[src/rtl/GPU_Shader_pkg.sv]
// GPU_Shader_pkg: shared shader geometry and word type for the scratchpad datapath
package GPU_Shader_pkg;
    localparam int lanes = 4;
    localparam int MEM_DEPTH = 256;
    typedef logic [31:0] word_t;
endpackage

[src/rtl/scratchpad_lsu.sv]
// scratchpad_lsu: issues one warp-wide load/store to the per-lane scratchpad and returns a response
module scratchpad_lsu
    import GPU_Shader_pkg::*;
#(
    parameter int ADDR_WIDTH = $clog2(MEM_DEPTH)
) (
    input  logic                  clk,
    input  logic                  rst_n,
    input  logic                  req_valid,
    output logic                  req_ready,
    input  logic                  req_is_store,
    input  logic [lanes-1:0]      req_mask,
    input  word_t                 req_base,
    input  word_t                 req_offset    [lanes],
    input  word_t                 req_data      [lanes],
    input  logic [3:0]            req_tag,
    output logic [lanes-1:0]      sp_write_en,
    output logic [ADDR_WIDTH-1:0] sp_write_addr [lanes],
    output word_t                 sp_write_data [lanes],
    output logic [ADDR_WIDTH-1:0] sp_read_addr  [lanes],
    input  word_t                 sp_read_data  [lanes],
    output logic                  resp_valid,
    input  logic                  resp_ready,
    output logic                  resp_is_store,
    output logic [lanes-1:0]      resp_mask,
    output logic [lanes-1:0]      resp_fault,
    output word_t                 resp_data     [lanes],
    output logic [3:0]            resp_tag
);
    typedef enum logic [1:0] {IDLE, EXEC, RESP} state_t;

    state_t           state_q, state_d;
    logic             is_store_q, is_store_d;
    logic [lanes-1:0] mask_q, mask_d;
    word_t            base_q, base_d;
    word_t            offset_q [lanes];
    word_t            offset_d [lanes];
    word_t            data_q [lanes];
    word_t            data_d [lanes];
    logic [3:0]       tag_q, tag_d;
    logic [lanes-1:0] resp_mask_q, resp_mask_d;
    logic [lanes-1:0] resp_fault_q, resp_fault_d;
    word_t            resp_data_q [lanes];
    word_t            resp_data_d [lanes];
    word_t            full [lanes];
    logic [lanes-1:0] fault, ok;

    // Full address wraps at word width; range check uses the unwrapped-to-ADDR_WIDTH value
    always_comb begin
        for (int i = 0; i < lanes; i++) begin
            full[i]  = base_q + offset_q[i];
            fault[i] = mask_q[i] & (full[i] >= word_t'(MEM_DEPTH));
            ok[i]    = mask_q[i] & ~fault[i];
        end
    end

    always_comb begin
        for (int i = 0; i < lanes; i++) begin
            sp_write_addr[i] = full[i][ADDR_WIDTH-1:0];
            sp_read_addr[i]  = full[i][ADDR_WIDTH-1:0];
            sp_write_data[i] = data_q[i];
            resp_data[i]     = resp_data_q[i];
        end
    end

    assign req_ready     = rst_n && (state_q == IDLE);
    assign sp_write_en   = (state_q == EXEC && is_store_q) ? ok : '0;
    assign resp_valid    = (state_q == RESP);
    assign resp_is_store = is_store_q;
    assign resp_mask     = resp_mask_q;
    assign resp_fault    = resp_fault_q;
    assign resp_tag      = tag_q;

    always_comb begin
        state_d      = state_q;
        is_store_d   = is_store_q;
        mask_d       = mask_q;
        base_d       = base_q;
        offset_d     = offset_q;
        data_d       = data_q;
        tag_d        = tag_q;
        resp_mask_d  = resp_mask_q;
        resp_fault_d = resp_fault_q;
        resp_data_d  = resp_data_q;
        case (state_q)
            IDLE: begin
                if (req_valid && req_ready) begin
                    is_store_d = req_is_store;
                    mask_d     = req_mask;
                    base_d     = req_base;
                    offset_d   = req_offset;
                    data_d     = req_data;
                    tag_d      = req_tag;
                    state_d    = EXEC;
                end
            end
            EXEC: begin
                resp_mask_d  = ok;
                resp_fault_d = fault;
                for (int i = 0; i < lanes; i++)
                    resp_data_d[i] = (ok[i] && !is_store_q) ? sp_read_data[i] : '0;
                state_d = RESP;
            end
            RESP: state_d = resp_ready ? IDLE : RESP;
            default: state_d = IDLE;
        endcase
    end

    always_ff @(posedge clk or negedge rst_n) begin
        if (!rst_n) begin
            state_q      <= IDLE;
            is_store_q   <= 1'b0;
            mask_q       <= '0;
            base_q       <= '0;
            tag_q        <= '0;
            resp_mask_q  <= '0;
            resp_fault_q <= '0;
            for (int i = 0; i < lanes; i++) begin
                offset_q[i]    <= '0;
                data_q[i]      <= '0;
                resp_data_q[i] <= '0;
            end
        end else begin
            state_q      <= state_d;
            is_store_q   <= is_store_d;
            mask_q       <= mask_d;
            base_q       <= base_d;
            tag_q        <= tag_d;
            resp_mask_q  <= resp_mask_d;
            resp_fault_q <= resp_fault_d;
            offset_q     <= offset_d;
            data_q       <= data_d;
            resp_data_q  <= resp_data_d;
        end
    end
endmodule

[config.mk]
export PLATFORM = sky130hd
export DESIGN_NAME = scratchpad_lsu
export DESIGN_NICKNAME = d
export VERILOG_FILES = /design/src/rtl/GPU_Shader_pkg.sv /design/src/rtl/scratchpad_lsu.sv
export SDC_FILE = /design/constraint.sdc
export NUM_CORES = 1
export LEC_CHECK = 0
export ABC_AREA = 0
export CORE_AREA = 4 4 300 302
export DETAILED_ROUTE_END_ITERATION = 8
export DIE_AREA = 0 0 304 306
export GPL_ROUTABILITY_DRIVEN = 0
export GPL_TIMING_DRIVEN = 0
export HOLD_SLACK_MARGIN = 0.06
export PLACE_DENSITY = 0.62
export SETUP_SLACK_MARGIN = 0.3
export SLEW_MARGIN = 30
export SYNTH_ARGS = -nofsm -noshare
export SYNTH_HDL_FRONTEND = slang
export SYNTH_SLANG_ARGS = --single-unit
[constraint.sdc]
create_clock -name clk -period 5.3 [get_ports clk]
set_input_delay 0.53 -clock clk [delete_from_list [all_inputs] [get_ports clk]]
set_output_delay 0.53 -clock clk [all_outputs]
set_load 0.005 [all_outputs]
== Word-level counts from Yosys, hierarchy flattened ==
Cells that the tools add are included.

* Bits in registers: 435
* Input port bits: 429

* $add $sub $neg: 4
* Magnitude comparators: 4
* Eq/ne operators: 3
* Mux-type cells: 8
* Bitwise gates (word level): 12
* Reductions and logical operators: 10

{| class="wikitable"
|+ Operators with widths
! cell !! number
|-
| 32-bit adder || 4
|-
| 32-bit by 9-bit greater-or-equal comparator with 1-bit output, second input constant || 4
|-
| 32-bit two-way mux || 4
|-
| 1-bit bitwise AND || 8
|-
| 1-bit logical AND || 7
|-
| 2-bit one-hot mux with 3 select lines || 1
|-
| 2-bit two-way mux || 2
|-
| 4-bit two-way mux || 1
|-
| 1-bit inverter || 4
|-
| 2-bit by 1-bit equality test with 1-bit output, second input constant || 1
|-
| 2-bit equality test, second input constant || 1
|-
| 2-bit zero test || 1
|-
| 2-bit by 1-bit inequality test with 1-bit output, second input constant || 1
|-
| 2-bit AND reduction || 1
|-
| 1-bit zero test || 1
|}

== Longest topological paths before layout ==
* Word-level depth: 7
* Depth in mapped cells: 15

== Worst setup path after synthesis ==
OpenSTA, ideal clock, no wires.

* Kind: reg2out
* Start point: register base_q[1]
* End point: output port sp_write_en[0]
* Data arrival time: 3399 ps
* Data required time: 4770 ps
* Path slack: 1371 ps
* Stages on the path, launching flop included: 14
* Cells stage by stage: dfrtp_1 > inv_1 > fa_1 > nor2b_1 > o2111ai_1 > a21oi_1 > o21ai_1 > a22o_1 > xnor2_1 > or4_1 > a2111oi_2 > nand4_2 > buf_6 > nor2_1

* Longest elaborated chain between the ends: 6

{| class="wikitable"
|+ RTL lines
! item !! RTL line !! text
|-
| start: declaration || scratchpad_lsu.sv:35 || <nowiki>word_t base_q, base_d;</nowiki>
|-
| start signal: assignment || scratchpad_lsu.sv:127 || <nowiki>base_q <= base_d;</nowiki>
|-
| 32-bit adder || scratchpad_lsu.sv:51 || <nowiki>full[i] = base_q + offset_q[i];</nowiki>
|-
| 32-bit by 9-bit greater-or-equal comparator with 1-bit output || scratchpad_lsu.sv:52 || <nowiki>fault[i] = mask_q[i] & (full[i] >= word_t'(MEM_DEPTH));</nowiki>
|-
| 1-bit bitwise AND || scratchpad_lsu.sv:52 ||
|-
| 1-bit inverter || scratchpad_lsu.sv:53 || <nowiki>ok[i] = mask_q[i] & ~fault[i];</nowiki>
|-
| 1-bit bitwise AND || scratchpad_lsu.sv:53 ||
|-
| 4-bit two-way mux || scratchpad_lsu.sv:67 || <nowiki>assign sp_write_en = (state_q == EXEC && is_store_q) ? ok : '0;</nowiki>
|-
| end: declaration || scratchpad_lsu.sv:17 || <nowiki>output logic [lanes-1:0] sp_write_en,</nowiki>
|}

No other way between the ends.

== Final worst setup path ==
* Start point: register base_q[12]
* End point: register resp_fault_q[3], in the netlist resp_fault[3]

* Longest elaborated chain between the ends: 3

{| class="wikitable"
|+ RTL lines
! item !! RTL line !! text
|-
| 32-bit adder || scratchpad_lsu.sv:51 ||
|-
| 32-bit by 9-bit greater-or-equal comparator with 1-bit output || scratchpad_lsu.sv:52 ||
|-
| 1-bit bitwise AND || scratchpad_lsu.sv:52 ||
|-
| end signal: assignment || scratchpad_lsu.sv:130 || <nowiki>resp_fault_q <= resp_fault_d;</nowiki>
|-
| end: declaration || scratchpad_lsu.sv:42 || <nowiki>logic [lanes-1:0] resp_fault_q, resp_fault_d;</nowiki>
|}

No other way between the ends.
A chain may end at the register's enable or synchronous reset.

==> results.toml <==
[setup_path]
cp-end-kind = "register"
cp.required_ps = 5780
setup.worst_path.class = "reg -> reg"
arrival_ps = 5650
crit_fanout = 5
start_kind = "register"

[cells_and_area]
final_cell_mix = "clkdlybuf4s50_1, dfrtp_1, mux2_2"
final_common_cell = "clkdlybuf4s50_1"
drive_above_1_share_pct = 23.8
finalNonFillerCells = 4577
nNetsFinal = 3911
areaGrowthSynthToFinish_pct = 54.4

[global_route]
grt.total_usage_pct = 21.0
grt_pass1_vias = 22600
grt_antenna_before_repair = 22
grt_pass1_wl_um = 149000
grt.overflow.total = 0
grt_max_degree = 80

[clock_network]
clockRootBuffer = "clkbuf_16"
cts_tree = "done"
numCtsBuffers = 52
htreeDepth = 2
clk_path_buf_depth = 3
clk_latency_ps = 600
cts_sinks = 435
path_clk_slew_ps = 60

[logic_synthesis]
synth_nets = 2970
ys.flop_type = "dfrtp_1"
synthMuxAreaShare_pct = 14.0
synth_cell_types = 81
synth_compound_area_share_pct = 15.5
synth_top_family_by_area = "compound AO/OA/AOI/OAI gates"
syn-instance-count = 2413
ys_seq_area_share_pct = 44.6
synth_seq_cells = 435
synth.largest_area_cell = "dfrtp_1"
async_flop_share_pct = 100
synth_top_area_share_pct = 44.6
synth_area_mm2 = 0.0244
synthTopCellsByArea = "dfrtp_1, mux2_2, ha_1"
synth_edf_count = 0
synth-xor-area-share_pct = 2.48
synthAdderAreaFrac_pct = 6.69
syn_avg_cell_area_um2 = 10.1
ys_warn_count = 0
synth_simple_gate_area_share_pct = 12.3

[floorplan]
start_util_pct = 27.8
dieArea_mm2 = 0.0930
ios = 768
die_w_um = 304
die_h_um = 306
fp-row-count = 109
core_mm2 = 0.0877

[sta]
worst_slack_ps = 129
final.setup_skew_ps = 18.0
setup_viol = 0
slew_viol_final = 0
tightest_slew_ps = 848
fmax_mhz = 193
hold_viol_final = 0
fin_crit_sh_pct = 97.6
relSlewSlack_pct = 43.4
rsz0062_at_grt = "true"
fin_crit_ps = 5170

[power_and_ir_drop]
leakagePower_nw = 15.3
ir_worst_vdd_uv = 290
p_per_area_mw_per_mm2 = 490

[run_status]
status = "complete, no violations"

[placement]
place_inst = 4352
port_buffers = 767
hpwl_um = 82100
pre_cts_slack_ps = -395

[detailed_routing]
route.detailed.drc = 0
viasPerCell = 5.00
drt_iter0_markers = 1971
dr.pass1.iters = 6
num_vias = 22900
wl_per_cell_um = 22.6
wl_um = 103000
ant_nets = 0

[job]
cap_violations = 0

[hold_path]
min_path_type = "in -> async"
[flip-flops by register name, summed over array words and instances, names as in the netlist]
register       count
resp_is_store      1
sp_write_data    128
base_q            32
mask_q             4
resp_fault         4
resp_tag           4
offset_q         128
resp_data        128
resp_mask          4
state_q            2
[what timing repair did]
item | in CTS | in global routing
endpoints found under the hold margin | 36 | 0
endpoints found under the setup margin | 16 | 5
hold buffers | 1 | 0
resized for setup | 177 | 169
buffers inserted | 53 | 59
pin swaps | 39 | 51
[metal layers]
layer / up-vias / wire length [um] / global-route usage (%)
met5: - / 68 / 0
met4: 10 / 1900 / 4.34
met3: 146 / 8340 / 5.80
met2: 860 / 49400 / 35.0
met1: 11300 / 43700 / 27.4
li1: 10600 / - / -
[worst max-delay path, stage by stage (launching register included)]
cell	delay (ps)
dfrtp_2	500
ha_2	420
nand4_1	230
a2111oi_4	430
a211oi_2	90
or4_1	530
a31oi_1	200
o2111a_1	220
nand4_1	190
buf_4	210
buf_6	110
buf_6	100
buf_6	100
buf_6	100
buf_6	100
buf_6	100
buf_6	100
buf_6	100
buf_6	100
buf_6	110
buf_6	110
buf_6	100
buf_6	100
buf_6	100
buf_6	110
buf_6	110
nor3_4	260
o21ai_1	80
[synthesized netlist by cell type (all sizes together), types with 16 or more instances]
master / n
a211oi: 16
a21o: 42
a21oi: 142
buf: 44
clkbuf: 123
dfrtp: 435
ha: 124
inv: 76
mux2: 296
nand2: 263
nand3: 125
nand4: 39
nor2: 97
nor3: 25
o211ai: 21
o21a: 22
o21ai: 215
o21bai: 18
xnor2: 41
xor2: 28
[final timing paths]
kind / startpoint / endpoint / slack, ps / cells after the start
worst min-delay path: rst_n / offset_q[105] / 400 / 2
worst min register to register: resp_data[111] / resp_data[111] / 470 / 2
max in group asynchronous: rst_n / state_q[1] / 3780 / 4
min in group clk: resp_data[111] / resp_data[111] / 470 / 2
worst max-delay path: base_q[12] / resp_fault[3] / 130 / 27
worst max register to register: base_q[12] / resp_fault[3] / 130 / 27
[power by group]
| group | total, mW | switching (mW) | internal, mW |
|---|---|---|---|
| logic | 10.1 | 5.05 | 5.03 |
| clock network | 3.84 | 1.58 | 2.26 |
| registers | 4.52 | 0.547 | 3.97 |
| total | 18.4 | 7.18 | 11.3 |
[area by class of cell]
class	count	area (um2)
well taps	1165	1460
multi-input cells	1735	13400
clock buffers	69	1480
plain buffers	167	926
fillers	8369	50000
inverters	76	285
flip-flops and latches	435	10900
diodes	15	37.5
clock inverters	28	344
repair buffers	887	8840
[metrics by stage]
stage | cell area (um2) | power, mW | util [%] | TNS (ps) | hold slack, ps
2_1_floorplan | 24400 | 9.60 | - | 0 | 234
3_3_place_gp | 33500 | 13.2 | 38.2 | - | 459
3_5_place_dp | 33700 | 13.3 | 38.4 | -878 | 442
4_1_cts | 36600 | 17.8 | 41.7 | 0 | 375
5_1_grt | 37600 | 19.6 | 42.9 | 0 | 425
6_report | 37700 | 18.4 | 42.9 | 0 | 404
[cells by family (layout without fill, tap and decap cells)]
logic type / count (synthesis) / after routing
mux: 304 / 304
other cells: 0 / 15
buf+inv: 243 / 1227
simple gates: 644 / 644
flops: 435 / 435
fa+ha+maj: 128 / 128
xor+xnor: 69 / 69
compound gates: 590 / 590
Power figures use the tool's default switching activity.
==> variant: new RTL, same flow settings <==
Put one more register stage on the output `resp_fault`, cleared by the reset. The value now appears one clock later. The other outputs are not delayed to match.
--- a/src/rtl/scratchpad_lsu.sv
+++ b/src/rtl/scratchpad_lsu.sv
@@ -69,5 +69,11 @@
     assign resp_is_store = is_store_q;
     assign resp_mask     = resp_mask_q;
-    assign resp_fault    = resp_fault_q;
+    always_ff @(posedge clk or negedge rst_n) begin
+        if (!rst_n) begin
+            resp_fault <= '0;
+        end else begin
+            resp_fault <= resp_fault_q;
+        end
+    end
     assign resp_tag      = tag_q;
 
Check against the original RTL: not equivalent (Yosys sat finds a counterexample within 4 cycles, from zero or initial values and one cycle with rst_n low).
==> variant against the unedited design <==
Sequential cell count increased by 4. First-iteration DRC count decreased by 16%. Area after synthesis increased by 0.41%. Total power decreased by 1.1%. Synthesized cell count increased by 0.17%. Register-to-register slack improved by 0.72 ns. Setup slack improved by 0.23 ns. Wire length increased by 1.5%. Cell area decreased by 1.3%. Largest power group unchanged. Highest routed layer unchanged.
==> variant: results (changes against the unedited design) <==
Outcome
  • Outcome: finished, final reports clean

Yosys
  • Post-Synth Adder-Cell Area: 6.66% (-0.027 points)
  • Avg Cell Area, Syn: 10.1 um2 (+0.24%)
  • Sequential area share after synthesis: 44.9% (+0.23 points)
  • Xor/xnor share of the synthesized area: 2.47% (-0.010 points)

Worst setup path
  • Start point of the critical path: base_q[1]
  • Capture point of the worst reg-to-reg path: resp_data[47]
  • Path depth of the worst reg2reg path: 15 (-44%)
  • Reg-to-Reg Start: base_q[13]
  • Max Fanout on Critical Path: 10 (+5)
  • R2R Setup Slk: 0.85 ns (+0.72 ns)
  • Crit path DAT: 4.42 ns (-1.23 ns)
  • Crit-path max cell delay: 0.55 ns (+0.02 ns)

Route
  • Via/cell ratio: 5.05 (+0.95%)
  • Met1 Wirelength: 45.5 mm (+4.2%)
  • DR pass1 iterations: 5 (-1)
  • Post-DR wirelength/cell: 23.1 um (+2.5%)
  • Met2 wire length: 48.2 mm (-2.3%)

Placement
  • Placed cells: 4356 (+0.092%)
  • Dpl ws: -0.552 ns (-0.157 ns)
  • HPWL after DPL: 82.8 mm (+0.82%)

Final layout
  • Layout net count: 3877 (-0.87%)
  • Number of fill cells: 8417 (+0.57%)
  • Layout cells sized above 1: 21.5% (-2.2 points)

STA
  • Worst Skew: 0.0187 ns (+0.000714 ns)
  • FMAX: 0.202 GHz (+4.6%)

Power
  • Sw frac: 39.0% (+0.098 points)

Global route
  • Grt met2 use: 34.3% (-0.68 points)
  • First-pass GRT wire length: 151 mm (+1.3%)
## variant: layout make-up
| cell class | instances | share of cell area [%] |
|---|---|---|
| Clock buffer | 74 | 4.16 |
| Multi-Input combinational cell | 1735 | 35.4 |
| Buffer | 167 | 2.39 |
| Timing Repair Buffer | 848 | 23.0 |
| Inverter | 76 | 0.778 |
| Clock inverter | 19 | 0.576 |
| Tap cell | 1165 | 3.92 |
| Antenna cell | 11 | 0.0741 |
| Sequential cell | 439 | 29.7 |
## variant: power by group through the flow
stage / Clock, mW / Sequential (mW) / Combinational (mW)
detailed placement: 0 / 4.72 / 8.72
CTS: 3.86 / 4.64 / 9.32
global placement: 0 / 4.72 / 8.67
finish: 3.76 / 4.62 / 9.85
global route: 3.98 / 4.69 / 10.6
floorplan: 0 / 4.41 / 5.23
